--- src/rtl/dispatch_pkg.sv ---
// dispatch_pkg: types and helpers shared by the dispatch stage.
//   - default widths for the dispatch stage parameters
//   - RS class enum, rename uop bundle, RS queue entry layouts
//   - class_credit(): free slots usable by one class in one cycle
package dispatch_pkg;

  localparam int DEF_DISPATCH_W = 2;
  localparam int DEF_CREDIT_W   = 4;
  localparam int DEF_ROB_IDX_W  = 6;
  localparam int PRF_W          = 6;

  typedef enum logic [1:0] {
    RS_ALU = 2'd0,
    RS_LSU = 2'd1,
    RS_MDU = 2'd2
  } RSType;

  typedef enum logic {
    ST_EMPTY = 1'b0,
    ST_HOLD  = 1'b1
  } DispState;

  typedef logic [PRF_W-1:0] PRFNum;

  typedef struct packed {
    logic                     valid;
    RSType                    rs;
    logic [7:0]               op;
    logic [DEF_ROB_IDX_W-1:0] id;
    logic                     op0re;
    logic [4:0]               op0LAddr;
    PRFNum                    prs1;
    logic                     op1re;
    logic [4:0]               op1LAddr;
    PRFNum                    prs2;
    logic                     dstwe;
    PRFNum                    prd;
    logic                     isStore;
    logic                     isMul;
  } UOPBundle;

  typedef struct packed {
    logic [DEF_ROB_IDX_W-1:0] id;
    logic [7:0]               op;
    PRFNum                    prs1;
    logic                     prs1_rdy;
    PRFNum                    prs2;
    logic                     prs2_rdy;
    logic                     dstwe;
    PRFNum                    prd;
  } QueueCommon;

  typedef QueueCommon ALU_Queue_Meta;

  typedef struct packed {
    QueueCommon c;
    logic       isStore;
  } LSU_Queue_Meta;

  typedef struct packed {
    QueueCommon c;
    logic       isMul;
  } MDU_Queue_Meta;

  // MDU is limited both by its free entries and by its write-port count.
  // Unknown class encodings get no credit and simply never dispatch.
  function automatic int class_credit(RSType c, logic [DEF_CREDIT_W-1:0] alu_free,
                                      logic [DEF_CREDIT_W-1:0] lsu_free,
                                      logic [DEF_CREDIT_W-1:0] mdu_free, int mdu_ports);
    int mdu;
    mdu = (int'(mdu_free) < mdu_ports) ? int'(mdu_free) : mdu_ports;
    case (c)
      RS_ALU:  return int'(alu_free);
      RS_LSU:  return int'(lsu_free);
      RS_MDU:  return mdu;
      default: return 0;
    endcase
  endfunction

  // An operand reading x0 (or not read at all) is ready immediately.
  function automatic QueueCommon to_common(UOPBundle u);
    QueueCommon q;
    q.id       = u.id;
    q.op       = u.op;
    q.prs1     = u.prs1;
    q.prs1_rdy = ~(u.op0re && (u.op0LAddr != 5'd0));
    q.prs2     = u.prs2;
    q.prs2_rdy = ~(u.op1re && (u.op1LAddr != 5'd0));
    q.dstwe    = u.dstwe;
    q.prd      = u.prd;
    return q;
  endfunction

endpackage

--- src/rtl/dispatch_select.sv ---
// dispatch_select: combinational oldest-first selection.
//   pend/cls              pending mask and RS class per buffered slot
//   rob_free, *_free      ROB and per-class RS credits this cycle
//   sel                   slots dispatching this cycle (an oldest-first prefix)
//   rob_off               position of each selected slot among all selected uops
//   port_idx              position of each selected slot among its own class
//   blk_rob / blk_rs      oldest pending slot blocked by ROB / RS credit
module dispatch_select
  import dispatch_pkg::*;
#(
  parameter int DISPATCH_W = DEF_DISPATCH_W,
  parameter int CREDIT_W   = DEF_CREDIT_W,
  parameter int MDU_PORTS  = 1,
  parameter int CNT_W      = 2
) (
  input  logic [DISPATCH_W-1:0]            pend,
  input  RSType [DISPATCH_W-1:0]           cls,
  input  logic [CREDIT_W-1:0]              rob_free,
  input  logic [CREDIT_W-1:0]              alu_free,
  input  logic [CREDIT_W-1:0]              lsu_free,
  input  logic [CREDIT_W-1:0]              mdu_free,
  output logic [DISPATCH_W-1:0]            sel,
  output logic [DISPATCH_W-1:0][CNT_W-1:0] rob_off,
  output logic [DISPATCH_W-1:0][CNT_W-1:0] port_idx,
  output logic                             blk_rob,
  output logic                             blk_rs
);

  int   rob_n, alu_n, lsu_n, mdu_n, used;
  logic go, first, rob_ok, rs_ok;

  // Walk the slots oldest first with running ROB and per-class counts.
  // The first pending slot that does not fit stops the walk, so no younger
  // uop can overtake it.
  always_comb begin
    sel      = '0;
    rob_off  = '0;
    port_idx = '0;
    blk_rob  = 1'b0;
    blk_rs   = 1'b0;
    rob_n    = 0;
    alu_n    = 0;
    lsu_n    = 0;
    mdu_n    = 0;
    used     = 0;
    go       = 1'b1;
    first    = 1'b1;
    rob_ok   = 1'b0;
    rs_ok    = 1'b0;
    for (int k = 0; k < DISPATCH_W; k++) begin
      if (pend[k] && go) begin
        case (cls[k])
          RS_ALU:  used = alu_n;
          RS_LSU:  used = lsu_n;
          default: used = mdu_n;
        endcase
        rob_ok = rob_n < int'(rob_free);
        rs_ok  = used < class_credit(cls[k], alu_free, lsu_free, mdu_free, MDU_PORTS);
        if (rob_ok && rs_ok) begin
          sel[k]      = 1'b1;
          rob_off[k]  = CNT_W'(rob_n);
          port_idx[k] = CNT_W'(used);
          rob_n       = rob_n + 1;
          case (cls[k])
            RS_ALU:  alu_n = alu_n + 1;
            RS_LSU:  lsu_n = lsu_n + 1;
            default: mdu_n = mdu_n + 1;
          endcase
        end else begin
          go      = 1'b0;
          blk_rob = first && !rob_ok;
          blk_rs  = first && rob_ok && !rs_ok;
        end
        first = 1'b0;
      end
    end
  end

endmodule

--- src/rtl/dispatch_stage_nw.sv ---
// dispatch_stage_nw: N-wide dispatch between rename and the RS/ROB/scoreboard.
// Buffers one rename group and each cycle sends the oldest-first prefix that
// fits the credits; leftovers stay buffered, so stalls are partial.
//   clk, rst (sync, active high), flush
//   in_valid/in_uops/in_ready     rename group handshake, slot 0 oldest
//   rob_free/rob_tail_id          ROB credit and next ROB id
//   rob_wen/rob_uops              compacted ROB writes (.id filled)
//   alu_/lsu_/mdu_free            RS credits; *_wen/*_dout compacted RS writes
//   sb_wen/sb_wnum                scoreboard busy-set
// Optional macro DISPATCH_PERF_CNT_EN adds stall_rob_cnt, stall_rs_cnt, grp_cnt.
module dispatch_stage_nw
  import dispatch_pkg::*;
#(
  parameter int DISPATCH_W = DEF_DISPATCH_W,
  parameter int ROB_IDX_W  = DEF_ROB_IDX_W,
  parameter int CREDIT_W   = DEF_CREDIT_W,
  parameter int MDU_PORTS  = 1
) (
  input  logic                            clk,
  input  logic                            rst,
  input  logic                            flush,
  input  logic                            in_valid,
  input  UOPBundle [DISPATCH_W-1:0]       in_uops,
  output logic                            in_ready,
  input  logic [CREDIT_W-1:0]             rob_free,
  input  logic [ROB_IDX_W-1:0]            rob_tail_id,
  output logic [DISPATCH_W-1:0]           rob_wen,
  output UOPBundle [DISPATCH_W-1:0]       rob_uops,
  input  logic [CREDIT_W-1:0]             alu_free,
  input  logic [CREDIT_W-1:0]             lsu_free,
  input  logic [CREDIT_W-1:0]             mdu_free,
  output logic [DISPATCH_W-1:0]           alu_wen,
  output logic [DISPATCH_W-1:0]           lsu_wen,
  output logic [MDU_PORTS-1:0]            mdu_wen,
  output ALU_Queue_Meta [DISPATCH_W-1:0]  alu_dout,
  output LSU_Queue_Meta [DISPATCH_W-1:0]  lsu_dout,
  output MDU_Queue_Meta [MDU_PORTS-1:0]   mdu_dout,
  output logic [DISPATCH_W-1:0]           sb_wen,
  output PRFNum [DISPATCH_W-1:0]          sb_wnum
`ifdef DISPATCH_PERF_CNT_EN
  ,
  output logic [31:0]                     stall_rob_cnt,
  output logic [31:0]                     stall_rs_cnt,
  output logic [31:0]                     grp_cnt
`endif
);

  localparam int CNT_W = $clog2(DISPATCH_W + 1);

  DispState                        state;
  UOPBundle [DISPATCH_W-1:0]       buf_uops;
  logic [DISPATCH_W-1:0]           pend, sel, fire, left, load_pend;
  RSType [DISPATCH_W-1:0]          cls;
  logic [DISPATCH_W-1:0][CNT_W-1:0] rob_off, port_idx;
  logic                            blk_rob, blk_rs, active, load;
  UOPBundle                        cur;
  QueueCommon                      com;

  always_comb begin
    cls       = '0;
    load_pend = '0;
    for (int k = 0; k < DISPATCH_W; k++) begin
      cls[k]       = buf_uops[k].rs;
      load_pend[k] = in_uops[k].valid;
    end
  end

  dispatch_select #(
    .DISPATCH_W(DISPATCH_W),
    .CREDIT_W  (CREDIT_W),
    .MDU_PORTS (MDU_PORTS),
    .CNT_W     (CNT_W)
  ) u_select (
    .pend    (pend),
    .cls     (cls),
    .rob_free(rob_free),
    .alu_free(alu_free),
    .lsu_free(lsu_free),
    .mdu_free(mdu_free),
    .sel     (sel),
    .rob_off (rob_off),
    .port_idx(port_idx),
    .blk_rob (blk_rob),
    .blk_rs  (blk_rs)
  );

  // Nothing is written and nothing accepted in a reset or flush cycle.
  // A new group may replace the buffer on the same edge the last pending
  // slots leave, which keeps full-credit throughput at one group per cycle.
  assign active   = !rst && !flush;
  assign fire     = sel & {DISPATCH_W{active}};
  assign left     = pend & ~sel;
  assign in_ready = active && ((state == ST_EMPTY) || (left == '0));
  assign load     = in_valid && in_ready;

  // Compaction: rob_off picks the ROB/scoreboard port, port_idx picks the
  // port within the uop's own RS class, so every wen is a thermometer mask.
  always_comb begin
    rob_wen  = '0;
    rob_uops = '0;
    sb_wen   = '0;
    sb_wnum  = '0;
    alu_wen  = '0;
    lsu_wen  = '0;
    mdu_wen  = '0;
    alu_dout = '0;
    lsu_dout = '0;
    mdu_dout = '0;
    cur      = '0;
    com      = '0;
    for (int k = 0; k < DISPATCH_W; k++) begin
      cur    = buf_uops[k];
      cur.id = rob_tail_id + ROB_IDX_W'(rob_off[k]);
      com    = to_common(cur);
      for (int j = 0; j < DISPATCH_W; j++) begin
        if (fire[k] && (rob_off[k] == CNT_W'(j))) begin
          rob_wen[j]  = 1'b1;
          rob_uops[j] = cur;
          sb_wen[j]   = cur.dstwe;
          sb_wnum[j]  = cur.prd;
        end
        if (fire[k] && (port_idx[k] == CNT_W'(j))) begin
          if (cur.rs == RS_ALU) begin
            alu_wen[j]  = 1'b1;
            alu_dout[j] = com;
          end else if (cur.rs == RS_LSU) begin
            lsu_wen[j]  = 1'b1;
            lsu_dout[j] = '{c: com, isStore: cur.isStore};
          end
        end
      end
      for (int j = 0; j < MDU_PORTS; j++) begin
        if (fire[k] && (cur.rs == RS_MDU) && (port_idx[k] == CNT_W'(j))) begin
          mdu_wen[j]  = 1'b1;
          mdu_dout[j] = '{c: com, isMul: cur.isMul};
        end
      end
    end
  end

  // EMPTY/HOLD state with the pending mask; a group with no valid slot
  // leaves the stage EMPTY. The buffer payload itself needs no reset.
  always_ff @(posedge clk) begin
    if (rst || flush) begin
      state <= ST_EMPTY;
      pend  <= '0;
    end else if (load) begin
      buf_uops <= in_uops;
      pend     <= load_pend;
      state    <= (|load_pend) ? ST_HOLD : ST_EMPTY;
    end else begin
      pend  <= left;
      state <= (|left) ? ST_HOLD : ST_EMPTY;
    end
  end

`ifdef DISPATCH_PERF_CNT_EN
  // Counters survive flush; only reset clears them.
  always_ff @(posedge clk) begin
    if (rst) begin
      stall_rob_cnt <= '0;
      stall_rs_cnt  <= '0;
      grp_cnt       <= '0;
    end else begin
      if (!flush && blk_rob) stall_rob_cnt <= stall_rob_cnt + 32'd1;
      if (!flush && blk_rs)  stall_rs_cnt  <= stall_rs_cnt + 32'd1;
      if (load)              grp_cnt       <= grp_cnt + 32'd1;
    end
  end
`else
  logic unused_perf;
  assign unused_perf = blk_rob | blk_rs;
`endif

endmodule

--- config.mk ---
export PLATFORM = sky130hd
export DESIGN_NAME = dispatch_stage_nw
export DESIGN_NICKNAME = d
export VERILOG_FILES = /design/src/rtl/dispatch_pkg.sv /design/src/rtl/dispatch_select.sv /design/src/rtl/dispatch_stage_nw.sv
export SDC_FILE = /design/constraint.sdc
export NUM_CORES = 1
export LEC_CHECK = 0
export ABC_AREA = 0
export CORE_AREA = 2 2 165 167
export CTS_BUF_LIST = sky130_fd_sc_hd__clkbuf_2
export CTS_CLUSTER_DIAMETER = 80
export CTS_CLUSTER_SIZE = 24
export DETAILED_ROUTE_END_ITERATION = 16
export DIE_AREA = 0 0 167 169
export SLEW_MARGIN = 20
export SYNTH_ARGS = -nofsm -noshare
export SYNTH_HDL_FRONTEND = slang
export SYNTH_HIERARCHICAL = 1
export SYNTH_SLANG_ARGS = --single-unit
--- constraint.sdc ---
create_clock -name clk -period 7.98 [get_ports clk]
set_clock_uncertainty 0.15 [all_clocks]
set_input_delay 1.596 -clock clk [delete_from_list [all_inputs] [get_ports clk]]
set_output_delay 1.596 -clock clk [all_outputs]
set_load 0.1 [all_outputs]
==> results.ini <==
[sta]
whs_ps=470.0
setup_violations=0
hold_violations=0
post-route-period-util_pct=90.91
fin_setup_tns_ps=0
clock.fmax_ghz=0.1378
drv_slew=111
max_slew_margin_pct=-321.6
min_period_ps=7254
rsz0062_at_grt=no
tightest_slew_ps=6282

[setup_path]
cp_data_required_time_ps=6230
crit_path_cell_trace=clkdlybuf4s50_1, o41ai_1, a2bb2oi_1, o32ai_1, a221oi_2, nor2_1, ha_1, fa_1, nand3_1, xor2_1, o22ai_1, buf_12
crit_type=input pin to output port
critPathSlowestCell=xor2_1
cp_max_fo=9
cp-start-kind=input pin
worstPathArrival_ps=5510
cpPeakStageDelay_ps=620
end_kind=output port

[route]
viasPerCell=5.708
dr.pass1.iters=5
vias=7591
antenna_left=0
avgRoutedWirePerCell_microns=26.34
drt-total-wl_microns=35030
drc=0
initialDrtViolationCount=678

[grt]
use_met3_pct=6.406
use_met1_pct=29.30
grt_pass1_wl_microns=49580
grt_use_total_pct=23.57
grt_pass1_vias=7183
grt_max_degree=48
grt.overflow.total=0
grt.busiest_layer=met2
use_met2_pct=40.37
grt_antenna_before_repair=2

[placement]
routabilityCongestion=0.8756
dp_hpwl_microns=24780
place_inst=1312
io_buffers=413

[power_and_ir_drop]
power_density_nw_per_um2=84.57
irDropWorstVdd_v=0.00006468
finalPower_w=0.001007
p_leak_nw=4.622

[clock_network]
cts_buffer_depth=2
htreeDepth=3
cts_tree=yes
clockRootBuffer=clkbuf_2
cts.sink_count=91
cts_made_buffers=9
post-cts-setup-buffers=0
postCtsResizedCells=0
clk_latency_ps=630
postCtsHoldBufs=0
path_clk_slew_ps=310

[floorplan]
die_area_sq_um=28220
start_util_pct=25.28
std_cell_rows=60
die_w_microns=167
die_h_microns=169
num_io_pins=426
core_sq_um=26500

[cells_and_area]
num-nets-final=1114
drive_gt1_share_pct=37.49
area_growth_pct=77.78
layoutNonFillerInstCount=1330

[outcome]
run_status=finished, violations left
violations=max-slew violations

[yosys]
syn_area_sq_um=6700
yosys_warnings=6
avgSynthCellArea_sq_um=10.89
synth_cells=615

[min_path]
hold_path.class=flip-flop to flip-flop

[run]
drv_cap=0

## worst max-delay path, delay by kind of cell
family / cells / cell delay (ps)
AO/OA/AOI/OAI: 5 / 1460
adder cells (fa/ha/maj): 2 / 810
buffers and inverters: 2 / 680
AND/OR/NAND/NOR: 2 / 340
XOR/XNOR: 1 / 620
## cell type report
type	count	area, sq um
antenna	2	5.005
clock buffer	10	50.05
clock inverter	6	72.57
fill	2522	14590
inverter	9	33.78
multi-input combinational	434	3541
sequential	91	2703
tap	341	426.7
timing repair buffer	437	5080
## path summary, 6_finish.rpt
path	startpoint	end	slack, ps	cells after the start
setup / recovery	mdu_free[3]	mdu_dout[34]	730	12
hold / removal	state$_SDFF_PP0_	pend[0]$_SDFF_PP0_	470	4
setup reg to reg	buf_uops[47]$_DFFE_PP_	buf_uops[81]$_DFFE_PP_	4190	10
hold reg to reg	state$_SDFF_PP0_	pend[0]$_SDFF_PP0_	470	4
## power breakdown
part / leakage [nW] / switching (W) / internal (W)
Sequential: 0.833 / 0.0000204 / 0.000541
Combinational: 3.71 / 0.0000969 / 0.0000777
Clock: 0.0788 / 0.000193 / 0.0000788
Total: 4.62 / 0.000310 / 0.000697
## sequential cells by signal (all words and copies together) (netlist names)
name      flops
state         1
pend          2
buf_uops     88
## placed cells by master (no fill, tap or decap), drive strengths merged, types with 3 or more instances in the layout
master / instances
nand2b: 3
a22o: 233
nor2: 10
nand3: 5
a311oi: 3
o22ai: 31
or3: 9
xnor2: 5
nand2: 15
nor3: 7
a22oi: 9
clkbuf: 10
edfxtp: 88
or4b: 3
clkdlybuf4s50: 114
inv: 12
or4: 4
dfxtp: 3
ha: 4
a211oi: 4
and2: 5
nor4: 3
o21a: 4
o21ai: 17
a221oi: 8
conb: 6
a21oi: 10
buf: 323
nor2b: 8
## routing by layer
metal | wire length [microns] | vias up | part of all wire [%]
met1 | 13700 | 3779 | 39
met3 | 3218 | 51 | 9.2
met2 | 17280 | 480 | 49
met4 | 830 | 0 | 2.4
met5 | 0 | - | 0
li1 | - | 3281 | -
## through the flow
step | worst slack (ps) | utilization, % | area, sq um
detailed placement | 828.4 | 44.47 | 11780
global route | 538.1 | 44.94 | 11910
global placement | 826.0 | 44.47 | 11780
CTS | 818.8 | 44.93 | 11910
floorplan | 614.9 | - | 6719
finish | 725.6 | 44.95 | 11910
Note: power is estimated with default switching activity, not from simulation.
